## src/rtl/bobc_operativo.sv

```systemverilog
// Operative block of the BOBC polynomial evaluator: X/H/S registers, operand muxes,
// adder and an iterative shift-add multiplier sequenced by an external control FSM.
module bobc_operativo #(
  parameter int W = 8
) (
  input  logic         ck,
  input  logic         rst,
  input  logic [W-1:0] x_in,
  input  logic [W-1:0] coef_a,
  input  logic [W-1:0] coef_b,
  input  logic [W-1:0] coef_c,
  input  logic         lx,
  input  logic [1:0]   m0,
  input  logic [1:0]   m1,
  input  logic [1:0]   m2,
  input  logic         h,
  input  logic         ls,
  input  logic         lh,
  input  logic         done,
  output logic         pronto,
  output logic [W-1:0] y,
  output logic         y_valid,
  output logic         err
);

  localparam int CW = $clog2(W + 1);

  typedef enum logic [1:0] {
    S_IDLE,
    S_BUSY,
    S_DONE
  } mul_state_t;

  mul_state_t    r_state, w_state_nxt;
  logic [W-1:0]  r_x, r_h, r_s;
  logic [W-1:0]  r_qc, r_mc, r_acc, r_product;
  logic [CW-1:0] r_count;
  logic          r_y_valid, r_err;

  logic [W-1:0]  w_p, w_m, w_q, w_r;
  logic          w_load_blocked;

  // Operand networks feeding the adder (P + Q) and the multiplier (Q * M).
  always_comb begin
    w_p = '0;
    w_m = r_x;
    w_q = '0;
    unique case (m0)
      2'b00:   w_p = '0;
      2'b01:   w_p = coef_a;
      2'b10:   w_p = coef_b;
      default: w_p = coef_c;
    endcase
    unique case (m1)
      2'b00:   w_m = r_x;
      2'b01:   w_m = r_h;
      2'b10:   w_m = coef_a;
      default: w_m = W'(1);
    endcase
    unique case (m2)
      2'b00:   w_q = '0;
      2'b01:   w_q = r_x;
      2'b10:   w_q = r_s;
      default: w_q = r_h;
    endcase
  end

  assign w_r            = h ? r_product : (w_p + w_q);
  assign pronto         = (r_state == S_DONE);
  // A product load requested before the multiplier finishes is refused and flagged.
  assign w_load_blocked = h && !pronto;

  // NOTE: every output of this block gets a default first, so no path can infer a latch.
  always_comb begin
    w_state_nxt = r_state;
    unique case (r_state)
      S_IDLE:  if (h) w_state_nxt = S_BUSY;
      S_BUSY: begin
        if (!h)                 w_state_nxt = S_IDLE;
        else if (r_count == '0) w_state_nxt = S_DONE;
      end
      S_DONE:  if (!h) w_state_nxt = S_IDLE;
      default: w_state_nxt = S_IDLE;
    endcase
  end

  // NOTE: state is only ever written with non-blocking assignments so every register
  // sees the pre-edge values of the others (e.g. lx together with lh uses the old X).
  always_ff @(posedge ck) begin
    if (rst) r_state <= S_IDLE;
    else     r_state <= w_state_nxt;
  end

  // Multiplier datapath: operands are captured at start so later mux changes are ignored.
  always_ff @(posedge ck) begin
    if (rst) begin
      r_qc      <= '0;
      r_mc      <= '0;
      r_acc     <= '0;
      r_count   <= '0;
      r_product <= '0;
    end else begin
      unique case (r_state)
        S_IDLE: begin
          if (h) begin
            r_qc    <= w_q;
            r_mc    <= w_m;
            r_acc   <= '0;
            r_count <= CW'(W);
          end
        end
        S_BUSY: begin
          if (h && r_count != '0) begin
            if (r_mc[0]) r_acc <= r_acc + r_qc;
            r_qc    <= r_qc << 1;
            r_mc    <= r_mc >> 1;
            r_count <= r_count - CW'(1);
          end else if (h) begin
            r_product <= r_acc;
          end
        end
        default: ;
      endcase
    end
  end

  // Architectural registers, result-valid flag and sticky protocol error.
  always_ff @(posedge ck) begin
    if (rst) begin
      r_x       <= '0;
      r_h       <= '0;
      r_s       <= '0;
      r_y_valid <= 1'b0;
      r_err     <= 1'b0;
    end else begin
      if (lx)                    r_x <= x_in;
      if (lh && !w_load_blocked) r_h <= w_r;
      if (ls && !w_load_blocked) r_s <= w_r;

      if (((lh || ls) && w_load_blocked) || (done && r_state == S_BUSY))
        r_err <= 1'b1;

      if (lx)        r_y_valid <= 1'b0;
      else if (done) r_y_valid <= 1'b1;
    end
  end

  assign y       = r_s;
  assign y_valid = r_y_valid;
  assign err     = r_err;

endmodule

```

## config.mk

```make
export PLATFORM = sky130hd
export DESIGN_NAME = bobc_operativo
export DESIGN_NICKNAME = d
export VERILOG_FILES = /design/src/rtl/bobc_operativo.sv
export SDC_FILE = /design/constraint.sdc
export NUM_CORES = 1
export LEC_CHECK = 0
export BUFFER_PORTS_ARGS = -buffer_cell sky130_fd_sc_hd__buf_4
export CAP_MARGIN = 20
export CORE_ASPECT_RATIO = 1.75
export CORE_MARGIN = 1
export CORE_UTILIZATION = 60
export CTS_BUF_LIST = sky130_fd_sc_hd__clkbuf_4 sky130_fd_sc_hd__clkbuf_8 sky130_fd_sc_hd__clkbuf_16
export DETAILED_ROUTE_END_ITERATION = 10
export PLACE_DENSITY = 0.87
export SLEW_MARGIN = 15
export SYNTH_ARGS = -nofsm -noshare
export SYNTH_HDL_FRONTEND = slang
export SYNTH_SLANG_ARGS = --single-unit
```

## constraint.sdc

```tcl
create_clock -name ck -period 8.57 [get_ports ck]
set_clock_uncertainty 0.2 [all_clocks]
set_input_delay 0.4285 -clock ck [delete_from_list [all_inputs] [get_ports ck]]
set_output_delay 0.4285 -clock ck [all_outputs]
set_load 0.005 [all_outputs]
```

# == Yosys cells after proc, flatten, opt, wreduce, memory -nomap -nowiden ==
# Index checks and enable logic that the tools add are counted.
# totals
ff_bits,64
out_inout_bits,11
in_bits,45
word_cells,72
# classes
n_addsub,3
muxes,22
eq_ne,13
bitwise_logic,1
reduce_logical,22
# ops
op,count
$pmux 8 s3,3
$mux 8,8
$pmux 8 s2,3
$add 8x8->8,2
$reduce_and 3->1,3
$eq 2x1->1 const B,4
$eq 2x2->1 const B,4
$logic_not 2->1,4
$mux 2,4
$mux 4,2
$ne 2x2->1 const B,4
$pmux 4 s2,1
$logic_and 1x1->1,6
$pmux 2 s3,1
$logic_not 4->1,1
$reduce_and 4->1,1
$reduce_bool 4->1,1
$sub 4x1->4 const B,1
$ne 3x3->1 const B,1
$logic_not 1->1,2
$logic_or 1x1->1,2
$reduce_bool 2->1,1
$reduce_or 2->1,1
$not 1->1,1

# == Logic depth before layout (Yosys ltp) ==
# Gate-level depths: netlist of the first run.
# depth
depth_word,5
mapped_depth,12
ltp_nobuf,10

# == Worst setup path after synthesis of the first run ==
# Ideal clock, no wire load.
# synth_timing
path_type,input to register
start,in m2[0]
end,reg r_h[6]
setup_ps,86
arrival_time_ps,2795
required_ps,8284
stages,11
slack_ps,5489
n_path_buf,1
path_cell_list,buf_6 > mux2_2 > a22o_1 > ha_1 > fa_1 > a21o_1 > a21oi_1 > o21bai_1 > a2111oi_0 > a221oi_1 > a211oi_1
# synth_via
elab_chain_cells,4
elab_cells_between_ends,6
cone_classes,add/sub: 1; eq/ne: 2; mux: 2; reduce/logical: 1
# synth_lines
element,line_no,rtl
"start, declared",15,"input logic [1:0] m2,"
"$eq 2x2->1, or another cell as far along",60,unique case (m2)
$pmux 8 s3 (*),60,
$add 8x8->8 (*),68,assign w_r = h ? r_product : (w_p + w_q);
$mux 8 (*),68,
"end signal, assigned",137,if (lh && !w_load_blocked) r_h <= w_r;
"end, declared",35,"logic [W-1:0] r_x, r_h, r_s;"
# Mark *: on every way between the ends. The rest lies on a longest branch, timed or not.
# A chain may end at the register's enable or synchronous reset.

# == Final worst setup path of the first run ==
# layout_timing
start,reg r_h[0]
end,reg r_h[6]
# layout_via
elab_chain_cells,3
# layout_lines
element,line_no
$pmux 8 s3,60
$add 8x8->8,68
$mux 8,68
# Every way passes these cells.

==> out/qor.yml, run 1 <==
status: "finished, final reports clean"
path_clk_slew_ns: 0.07
regToRegEndpoint: "r_h[6]"
nets: 526
ys.warnings.count: 0
crit_family: "compound AO/OA/AOI/OAI gates"
rows: 37
hold_buffers: 0
placed_area_um2: 4060
final_area_um2: 4280
async_reset_ff_share_pct: 0
hold_viol: 0
place_inst: 529
die_h_um: 107
slowest_delay_ns: 0.43
vias_per_cell: 6.06
num_antenna_cells: 0
p_leak_nw: 1.82
ios: 56
min_period_over_period_pct: 35.9
startpoint_type: "register"
crit_arrival_ns: 3.14
syn_inst: 429
cts_buffer_depth: 2
gr-total-overflow: 0
drtIter0Drc: 225
synth_nets: 492
grt_pass1_wl_um: 15100
initial_utilization_pct: 63.1
tightest_slew_ns: 1.02
wl_um: 9830
relSlewSlack_pct: 31.7
grt_max_degree: 71
clk_root_buffer_cell: "clkbuf_8"
dr.pass1.iters: 5
synth_edf_count: 0
clock_sinks: 64
cts_buffers: 9
synth_ff_type: "dfxtp_1"
drv_slew: 0
hold_start: "x_in[5]"
crit_type: "reg -> reg"
ant_nets: 0
peakVddDrop_uv: 152
insertion_delay_ns: 0.35
required_ns: 8.63
syn-cell-area_um2: 3770
core-area_um2: 5970
fmax_mhz: 325
ctsResizeCount: 0
min_path_cells: 3
slowest_stage: "a2111oi_0"
reg2reg_depth: 10
die_w_um: 61.9
tns_ns: 0
globalplace.congestion: 0.934
antenna_found_initial: 0
die_area_um2: 6610
reg2reg_from: "r_h[0]"
drive_gt1_share_pct: 20.8
worstPathCellList: "mux2_2 > a22o_1 > ha_1 > fa_1 > a21o_1 > a21oi_1 > o21bai_1 > a2111oi_0 > a221oi_1 > a211oi_1"
ys_seq_elements: 64
holdWs_ns: 0.117
grt_use_total_pct: 32.2
setup-violations-final: 0
drc: 0
path_buf_inv: 0
yosysSeqAreaShare_pct: 34.0
post-cts-setup-buffers: 0
dpl.hpwl_um: 7070
synth.distinct_cells: 54
htreeDepth: 3
final_util_pct: 71.7
wl_per_cell_um: 18.1
hold_path_class: "in -> reg"
p_per_area_nw_per_um2: 172
hold_path_end: "r_x[5]"
vias: 3296
grt_pass1_vias: 3152
r2r_setup_slack_ns: 5.49
worst_setup_path_end_kind: "register"
io_buffers: 55
area_growth_pct: 13.6
syn_area_per_cell_um2: 8.78
finalCriticalPeriod_ns: 3.08
cap_violations: 0
stdcell_count: 544
rsz0062_at_grt: "no"
cts_tree: "done"
crit_fanout: 3
[state kept, by name (all words and copies together), names as in the netlist]
signal     count
r_product      8
r_mc           8
r_acc          8
r_qc           8
y              8
r_count        4
err            1
r_state        2
r_x            8
y_valid        1
r_h            8
[cell type report]
type,instances,area [µm²]
multi-input combinational,317,2220
tap,78,97.6
inverter,15,56.3
timing repair buffer,56,420
clock inverter,4,70.1
sequential,64,1280
clock buffer,10,138
fill,449,1690
[tightest hold or removal path, delay by kind of cell]
family / cells / cell delay [ns]
buffers and inverters: 1 / 0.08
AND/OR/NAND/NOR: 1 / 0.08
multiplexers: 1 / 0.05
[cell families after synthesis]
group | Yosys count | synth area share, %
compound gates | 114 | 21.5
xor+xnor | 11 | 2.76
fa+ha+maj | 18 | 6.38
buf+inv | 48 | 7.14
flops | 64 | 34.0
mux | 47 | 13.3
simple gates | 127 | 14.9
[cells in the final DEF (no fill, tap or decap), drive strengths merged, types with 8 or more instances in the layout]
cell type	n
dfxtp	64
nor2	63
buf	56
a21oi	35
nand2	35
mux2i	29
mux2	18
ha	16
inv	15
o211ai	15
a22o	13
a211oi	13
clkbuf	10
xnor2	9
a22oi	8
[worst max path at each step]
stage | start | to | slack (ns) | cells after the start
after floorplan | m2[0] | r_h[6] | 5.49 | 11
after global placement | m2[0] | r_h[6] | 5.33 | 11
after detailed placement | m2[0] | r_h[6] | 5.19 | 11
after CTS | y[0] | r_h[6] | 5.52 | 10
after global routing | y[0] | r_h[6] | 5.29 | 10
final | r_h[0] | r_h[6] | 5.49 | 10
[layer usage]
metal	wire [µm]	track usage, %
met5	0	0
met4	521	21.3
met3	670	12.1
met2	5000	52.4
met1	3640	32.6
[per-stage QoR]
stage | total power, mW | worst slack [ns]
after floorplan | 0.418 | 5.49
after global placement | 0.453 | 5.33
after detailed placement | 0.457 | 5.19
after CTS | 0.736 | 5.52
after global routing | 0.769 | 5.29
final | 0.738 | 5.49
[power by group]
part           total, mW  internal (mW)  switching (mW)
clock              0.281          0.167           0.114
sequential         0.322          0.311          0.0114
combinational      0.134         0.0590          0.0752
total              0.738          0.537           0.200
[synthesized netlist by cell type, types with 7 or more instances]
| master | number | area [µm²] |
|---|---|---|
| nor2_1 | 63 | 236 |
| nor3_1 | 7 | 35.0 |
| xnor2_1 | 8 | 70.1 |
| nand2_1 | 35 | 131 |
| o211ai_1 | 15 | 113 |
| clkbuf_1 | 21 | 78.8 |
| a21oi_1 | 35 | 175 |
| mux2_2 | 15 | 169 |
| a211oi_1 | 13 | 97.6 |
| ha_1 | 16 | 200 |
| dfxtp_1 | 64 | 1280 |
| inv_1 | 15 | 56.3 |
| mux2i_1 | 29 | 290 |
| a22o_1 | 13 | 114 |
No activity file was read; power rests on OpenSTA's default activity.
==> run 2, diff against run 1 <==
- ABC_AREA: unset -> 1
- CORE_UTILIZATION: 60 -> 57
- PLACE_DENSITY: 0.87 -> 0.84
- clock period: 8.57 -> 3 ns (I/O delays scaled with it)
==> out/qor.yml, run 2 <==
place_inst: 665  # was 529
crit_arrival_ns: 2.54  # was 3.14 ns
cap_violations: 0  # unchanged
syn_area_per_cell_um2: 6.75  # was 8.78 µm²
num_antenna_cells: 0  # unchanged
synthTopCellsByArea: "dfxtp_1, nand2_1, o21ai_0"  # was dfxtp_1, mux2i_1, nor2_1
reg2reg_from: "y[0]"  # was r_h[0]
synth.most_common_cell: "nand2_1"  # was dfxtp_1
path_clk_slew_ns: 0.08  # was 0.07 ns
worstPathCellList: "inv_1 > a221oi_1 > ha_1 > fa_1 > nand3_1 > nand2_1 > nand2_1 > nand2_1 > a21oi_1 > nand2b_1 > nand3_1 > nand3_1 > nand2_1 > inv_1"  # was mux2_2 > a22o_1 > ha_1 > fa_1 > a21o_1 > a21oi_1 > o21bai_1 > a2111oi_0 > a221oi_1 > a211oi_1
synth_nets: 611  # was 492
critPathMostFrequentCell: "nand2_1"
relSlewSlack_pct: 42.4  # was 31.7%
initial_utilization_pct: 59.4  # was 63.1%
cts_buffers: 9  # unchanged
grt_max_degree: 35  # was 71
grtUsageMet3_pct: 7.17  # was 12.1%
ant_nets: 0  # unchanged
cts_buffer_depth: 2  # unchanged
syn_inst: 548  # was 429
required_ns: 3.07  # was 8.63 ns
synth.distinct_cells: 43  # was 54
peakVddDrop_uv: 535  # was 152 µV
die_w_um: 62.9  # was 61.9 µm
finalCriticalPeriod_ns: 2.48  # was 3.08 ns
ys.warnings.count: 0  # unchanged
syn-cell-area_um2: 3700  # was 3770 µm²
core-area_um2: 6230  # was 5970 µm²
crit_type: "reg -> reg"  # unchanged
hold_viol: 0  # unchanged
tns_ns: 0  # unchanged
tightest_slew_ns: 0.863  # was 1.02 ns
clock_sinks: 64  # unchanged
nets: 677  # was 526
ys_seq_elements: 64  # unchanged
dpl.hpwl_um: 8580  # was 7070 µm
antenna_found_initial: 0  # unchanged
startpoint_type: "register"  # unchanged
area_growth_pct: 23.1  # was 13.6%
htreeDepth: 3  # unchanged
die_h_um: 109  # was 107 µm
clk_root_buffer_cell: "clkbuf_8"  # unchanged
die_area_um2: 6830  # was 6610 µm²
io_buffers: 55  # unchanged
final_common_cell: "nand2_1"  # was dfxtp_1
grt_use_total_pct: 35.2  # was 32.2%
grt_pass1_wl_um: 18100  # was 15100 µm
grt.met2_usage_pct: 66.7  # was 52.4%
synth_common_cells: "nand2_1, nor2_1, dfxtp_1, inv_1, o21ai_0"  # was dfxtp_1, nor2_1, a21oi_1, nand2_1, mux2i_1
wl_um: 11300  # was 9830 µm
p_leak_nw: 2.24  # was 1.82 nW
grt_pass1_vias: 3889  # was 3152
grt.busiest_layer: "met2"  # unchanged
p_per_area_nw_per_um2: 515  # was 172 nW/µm²
wl_per_cell_um: 16.2  # was 18.1 µm
drv_slew: 0  # unchanged
stdcell_count: 699  # was 544
post-cts-setup-buffers: 0  # unchanged
drtIter0Drc: 321  # was 225
path_buf_inv: 2  # was 0
dr.pass1.iters: 6  # was 5
synth_edf_count: 0  # unchanged
drc: 0  # unchanged
insertion_delay_ns: 0.37  # was 0.35 ns
hold_path_class: "in -> reg"  # unchanged
crit_family: "simple AND/OR/NAND/NOR gates"  # was compound AO/OA/AOI/OAI gates
synth_top_cell_by_area: "dfxtp_1"  # unchanged
min_period_over_period_pct: 82.6  # was 35.9%
synth_ff_type: "dfxtp_1"  # unchanged
drive_gt1_share_pct: 15.3  # was 20.8%
gr-total-overflow: 0  # unchanged
globalplace.congestion: 0.934  # about the same
cts_tree: "done"  # unchanged
fillCellCount: 534  # was 449
fmax_mhz: 404  # was 325 MHz
worst_setup_path_end_kind: "register"  # unchanged
setup-violations-final: 0  # unchanged
synth_top_area_share_pct: 34.6  # was 34.0%
hold_start: "coef_a[7]"  # was x_in[5]
vias: 3880  # was 3296
async_reset_ff_share_pct: 0  # unchanged
startpoint: "y[0]"  # was r_h[0]
finalPower_mw: 2.35  # was 0.738 mW
crit_fanout: 3  # unchanged
yosysSeqAreaShare_pct: 34.6  # was 34.0%
ios: 56  # unchanged
slowest_delay_ns: 0.43  # about the same
rows: 38  # was 37
final_cell_mix: "nand2_1, nor2_1, dfxtp_1"  # was dfxtp_1, nor2_1, buf_4
status: "finished, final reports clean"  # unchanged
slowest_stage: "a221oi_1"  # was a2111oi_0
grtUsageMet1_pct: 35.3  # was 32.6%
vias_per_cell: 5.55  # was 6.06
rsz0062_at_grt: "no"  # unchanged
==> run 2: changes by cell type in the layout (fill, tap and decap cells not counted), sizes merged, moves of 11 or more <==
cell,change
a211oi,-13
o21ai,+51
o211ai,-11
a21oi,+16
mux2,-18
dlygate4sd3,+18
mux2i,-29
inv,+54
a22o,-13
nand3,+33
nand2,+83
==> run 2: cells by family after synthesis <==
logic type | share of synthesized area [%]
flip-flops | 34.6
buffers and inverters | 9.54
adder cells (fa/ha/maj) | 6.49
XOR/XNOR | 1.18
AND/OR/NAND/NOR | 27.8
AO/OA/AOI/OAI | 20.3
==> run 2: area by class of cell <==
class | instances | area, µm² | share of cell area (%)
Inverter | 71 | 270 | 5.93
Multi-Input combinational cell | 395 | 2070 | 45.4
Sequential cell | 64 | 1280 | 28.1
Timing Repair Buffer | 73 | 593 | 13.0
Clock inverter | 7 | 120 | 2.64
Tap cell | 80 | 100 | 2.20
Clock buffer | 9 | 124 | 2.72
==> run 2: stage by stage <==
stage	utilization [%]	cell area [µm²]	hold slack (ns)	worst slack (ns)
2_1_floorplan	-	3700	0.0849	0.732
5_1_grt	73.1	4550	0.0541	0.341
4_1_cts	73.1	4550	0.00886	0.537
6_report	73.1	4550	0.0313	0.522
3_3_place_gp	66.3	4130	0.176	0.555
3_5_place_dp	66.3	4130	0.186	0.460
==> run 2: worst register-to-register path: stages, from the launching register on <==
cell and delay, ns:
dfxtp_1 0.34, inv_1 0.09, a221oi_1 0.43, ha_1 0.30, fa_1 0.24, nand3_1 0.08
nand2_1 0.09, nand2_1 0.07, nand2_1 0.06, a21oi_1 0.07, nand2b_1 0.14, nand3_1 0.09
nand3_1 0.08, nand2_1 0.08, inv_1 0.04
==> run 2: timing repair <==
| action | CTS | global route |
|---|---|---|
| endpoints found under the hold margin | 19 | 0 |
| gates resized for setup | 0 | 0 |
| hold buffers | 18 | 0 |
==> run 2: routing by layer <==
layer | vias up | share of wire, %
met3 | 39 | 3.7
met4 | 0 | 4.7
met5 | - | 0
met2 | 131 | 54
met1 | 1774 | 38
li1 | 1936 | -
==> run 2: path summary, 6_finish.rpt <==
| kind | endpoint | slack, ns | cells after the start |
|---|---|---|---|
| setup / recovery | r_h[6] | 0.52 | 14 |
| hold / removal | r_mc[7] | 0.03 | 5 |
| setup reg to reg | r_h[6] | 0.52 | 14 |
| hold reg to reg | r_mc[7] | 0.28 | 2 |
==> run 2: power breakdown <==
part | switching, mW | internal [mW] | total (mW)
Sequential | 0.0415 | 0.906 | 0.948
Combinational | 0.288 | 0.188 | 0.476
Clock | 0.369 | 0.553 | 0.922
Total | 0.699 | 1.65 | 2.35
